File: config.mk
export PLATFORM = sky130hd
export DESIGN_NAME = seq_detect_param
export DESIGN_NICKNAME = d
export VERILOG_FILES = /design/src/rtl/seq_detect_param.sv
export SDC_FILE = /design/constraint.sdc
export NUM_CORES = 1
export LEC_CHECK = 0
export ABC_AREA = 1
export CAP_MARGIN = 25
export CELL_PAD_IN_SITES_DETAIL_PLACEMENT = 0
export CELL_PAD_IN_SITES_GLOBAL_PLACEMENT = 1
export CORE_AREA = 2 2 39 41
export DETAILED_ROUTE_END_ITERATION = 8
export DIE_AREA = 0 0 41 43
export PLACE_DENSITY_LB_ADDON = 0.1
export RECOVER_POWER = 25
export REMOVE_ABC_BUFFERS = 1
export SLEW_MARGIN = 5
export SYNTH_ARGS = -nofsm -noshare
export SYNTH_HDL_FRONTEND = slang
export SYNTH_SLANG_ARGS = --single-unit
export TNS_END_PERCENT = 10
File: constraint.sdc
create_clock -name clk -period 0.99 [get_ports clk]
set_input_delay 0.1485 -clock clk [delete_from_list [all_inputs] [get_ports clk]]
set_output_delay 0.1485 -clock clk [all_outputs]
set_load 0.01 [all_outputs]
File: src/rtl/seq_detect_param.sv
// seq_detect_param: Moore serial sequence detector with a run-time pattern.
// The last LEN enabled samples of x are compared against `pattern`
// (pattern[LEN-1] is the oldest bit). Overlapping or non-overlapping
// detection is selected by `overlap`.
// Optional feature macro: SEQ_DETECT_CNT_EN adds the match_cnt port and a
// CNT_W-bit saturating match counter.
module seq_detect_param #(
    parameter int LEN   = 3,
    parameter int CNT_W = 8
) (
    input  logic           clk,
    input  logic           rst_n,
    input  logic           en,
    input  logic           clr,
    input  logic           x,
    input  logic [LEN-1:0] pattern,
    input  logic           overlap,
    output logic           y
`ifdef SEQ_DETECT_CNT_EN
    ,
    output logic [CNT_W-1:0] match_cnt
`endif
);

    localparam int FW = $clog2(LEN + 1);

    // Out-of-range parameters disable detection rather than produce garbage.
    localparam bit CFG_OK = (LEN >= 2) && (LEN <= 16) && (CNT_W >= 1) && (CNT_W <= 32);

    logic [LEN-1:0] hist;
    logic [LEN-1:0] hist_n;
    logic [FW-1:0]  fill;
    logic [FW-1:0]  fill_n;
    logic [FW-1:0]  fill_next;
    logic           hit;
    logic           match;

    // Candidate window and fill level for an enabled edge, plus the match decision.
    always_comb begin
        hist_n = {hist[LEN-2:0], x};
        fill_n = (fill == FW'(LEN)) ? fill : fill + FW'(1);
        match  = CFG_OK && (fill_n == FW'(LEN)) && (hist_n == pattern);
    end

    // Non-overlapping mode restarts the fill count after each match.
    always_comb begin
        fill_next = fill_n;
        if (match && !overlap) begin
            fill_next = '0;
        end
    end

    // History, fill level and registered match flag.
    always_ff @(posedge clk or negedge rst_n) begin
        if (!rst_n) begin
            hist <= '0;
            fill <= '0;
            hit  <= 1'b0;
        end else if (clr) begin
            hist <= '0;
            fill <= '0;
            hit  <= 1'b0;
        end else if (en) begin
            hist <= hist_n;
            fill <= fill_next;
            hit  <= match;
        end
    end

    assign y = hit;

`ifdef SEQ_DETECT_CNT_EN
    // Saturating count of match events; holds at all-ones.
    always_ff @(posedge clk or negedge rst_n) begin
        if (!rst_n) begin
            match_cnt <= '0;
        end else if (clr) begin
            match_cnt <= '0;
        end else if (en && match && (match_cnt != '1)) begin
            match_cnt <= match_cnt + CNT_W'(1);
        end
    end
`endif

endmodule

==> out/results.txt <==
Synth cell types = 13
Post-DP Area = 457 µm²
Post-synth top cells = nand2_1 (12), inv_1 (8), dfrtp_1 (5), nor2_1 (5), nor2_2 (4)
Clk pwr share = 40.3%
Largest area contributor in the netlist = dfrtp_1
WP data required = 1.11 ns
Core box area = 1380 µm²
CP Capture Type = register
Tcrit/Tclk final = 98.8%
M3 GR Usage = 6.28%
Most common cell in the netlist = nand2_1
Nets = 72
#FFs+latches synth = 5
Highest clock rate = 1020 MHz
Worst Skew = 0.00334 ns
Syn avg cell area = 7.02 µm²
Worst slew pin tran = 0.245 ns
Total power = 568 µW
YS warnings = 0
Ys async rst share = 100%
Setup_tns = 0 ns
DRT iter0 DRCs = 4
Antenna cells = 0
Clock sinks = 5
CTS root buf = clkbuf_4
Met2 usage = 15.9%
DRT Pass-1 Iters = 3
Post-CTS Setup Bufs = 0
Die ar. = 1760 µm²
Hold Crit Class = in2async
First-pass GRT wire length = 1.18 mm
CTS H-Tree Depth = 1
Worst skew pair latency = 0.24 ns
Antenna Violating Nets Remaining = 0
FP Rows = 14
Synth-to-Final Area Change = 57.5%
Worst vdd ir = 0.000652 V
Mapped Area = 309 µm²
Mapped Cells = 44
Psw = 138 µW
Slew headroom = 83.6%
Fin. Hold Viols = 0
Sequential area share after synthesis = 40.5%
Busiest grt layer = met2
Adder-Cell Fraction of Synth Area = 0%
Crit path kind = in2reg
Combinational power share = 20.3%
Post-synth EDFFs = 0
Met1 Usage GRT = 11.1%
Remaining Overflow, GRT = 0
Die H = 43 µm
TritonCTS clock tree = done
Power per cell area = 1170 nW/µm²
Post-route cell area = 487 µm²
Final WL = 641 µm
Worst r2r path cells = 7
Leakage power = 0.259 nW
Top FF cell, synth = dfrtp_1
Type of origin of the critical path = input port
RSZ-0062 raised after global routing = true
# port buffers = 9
RR Endpoint = fill[1]
Initial antenna violation count = 0
CTS clk-pin slew, worst paths = 0.04 ns
Min Tclk post-route = 0.978 ns
DR vias = 306
Sequential Power Share = 39.4%
Final Setup Violations = 0
Worst r2r src = hist[0]
Dpl hpwl = 546 µm
Crit Path Max Fanout = 2
Drc violations = 0
Overall Global Routing Usage = 10.4%
Largest net degree at the start of global routing = 6
Die X = 41 µm
CTS Buf Count = 3
Num ports = 10
Via-to-Cell Ratio = 3.92
Routability Congestion = 0.681
Worst Path Arrival = 1.10 ns
Compound-Gate Fraction of Synth Area = 6.07%
Sw Ratio = 24.2%
Outcome = complete, no violations
Post-Synth Simple-Gate Area = 41.3%
WL/cell = 8.22 µm
R2R setup slack = 0.03 ns
Initial Utilization = 22.3%
WHS = 0.207 ns
Share of the synthesized area in the top cell type = 40.5%
Number of global-route vias before repair = 319
Share of cells above drive strength 1 = 32.3%
MaxCap Viol Count = 0
Largest family of logic cells by synthesized area = simple AND/OR/NAND/NOR gates
Xor-xnor portion of the synthesized cell area = 0%
Multiplexer share of the synthesized area = 0%
Slew Limit Fails = 0
Int Power = 431 µW
Longest Clk Path Bufs = 2
Synth area leaders = dfrtp_1 (40%), nand2_1 (15%), inv_1 (9.7%)
-- worst max-delay path, stage by stage --
cell	delay, ns
clkdlybuf4s50_1	0.48
inv_1	0.04
nand2_1	0.06
nand2_2	0.07
nor2_4	0.09
nand3_2	0.10
nor2_2	0.08
nor2_1	0.04
-- placed cells by master, fill, tap and decap left out --
cell / count
nand3_1: 1
nor2_4: 2
nand3_2: 1
clkdlybuf4s50_1: 5
dfrtp_1: 5
o21bai_1: 1
clkbuf_2: 1
nand2_1: 11
nor2_2: 3
dlygate4sd2_1: 1
o22ai_1: 1
o21ai_1: 1
clkbuf_1: 1
dlygate4sd3_1: 1
inv_1: 8
inv_2: 2
buf_4: 5
dlymetal6s2s_1: 1
nor2_1: 5
nand2_2: 3
clkbuf_4: 3
-- power groups by stage --
stage | Clock (mW) | Combinational, mW | Sequential [mW]
global route | 0.249 | 0.131 | 0.226
detailed placement | 0 | 0.117 | 0.227
finish | 0.229 | 0.116 | 0.224
floorplan | 0 | 0.0515 | 0.225
CTS | 0.241 | 0.116 | 0.224
global placement | 0 | 0.116 | 0.227
-- repair_timing --
| item | 4_1_cts | 5_1_grt |
|---|---|---|
| hold buffers | 0 | 0 |
| endpoints found under the setup margin | 4 | 4 |
| resized for setup | 3 | 4 |
| pin swaps | 1 | 0 |
-- registers in the layout (all words and copies together) (netlist names) --
| name | cells |
|---|---|
| fill | 2 |
| hist | 2 |
| y | 1 |
-- how the worst max path moves through the flow --
stage | start | to | slack [ns] | cells after the start
floorplan | hist[0] | fill[1] | 0.1 | 6
global placement | pattern[1] | fill[1] | -0.25 | 8
detailed placement | pattern[1] | fill[1] | -0.28 | 8
CTS | pattern[2] | fill[1] | -0.01 | 8
global route | pattern[0] | y | -0.06 | 8
finish | pattern[2] | fill[1] | 0.01 | 8
-- cell type report --
cell class,count,area [µm²]
multi-input cells,29,154
repair buffers,14,124
well taps,16,20.0
fillers,162,897
flip-flops and latches,5,125
clock buffers,4,26.3
inverters,10,37.5
-- through the flow --
| stage | std cells | utilization, % | worst slack [ns] |
|---|---|---|---|
| after floorplan | 44 | - | 0.0977 |
| after global placement | 74 | 33.0 | -0.253 |
| after detailed placement | 74 | 33.0 | -0.276 |
| after CTS | 78 | 34.8 | -0.0122 |
| after global routing | 78 | 35.2 | -0.0562 |
| final | 78 | 35.2 | 0.0117 |
-- cells by family after synthesis --
| group | Yosys count |
|---|---|
| simple gates | 26 |
| buf+inv | 10 |
| flops | 5 |
| compound gates | 3 |
-- metal layers --
metal / up-vias / share of wire, %
met5: - / 0
met3: 0 / 2.8
met1: 138 / 43
met2: 2 / 55
met4: 0 / 0
li1: 166 / -
Power figures use the tool's default switching activity.
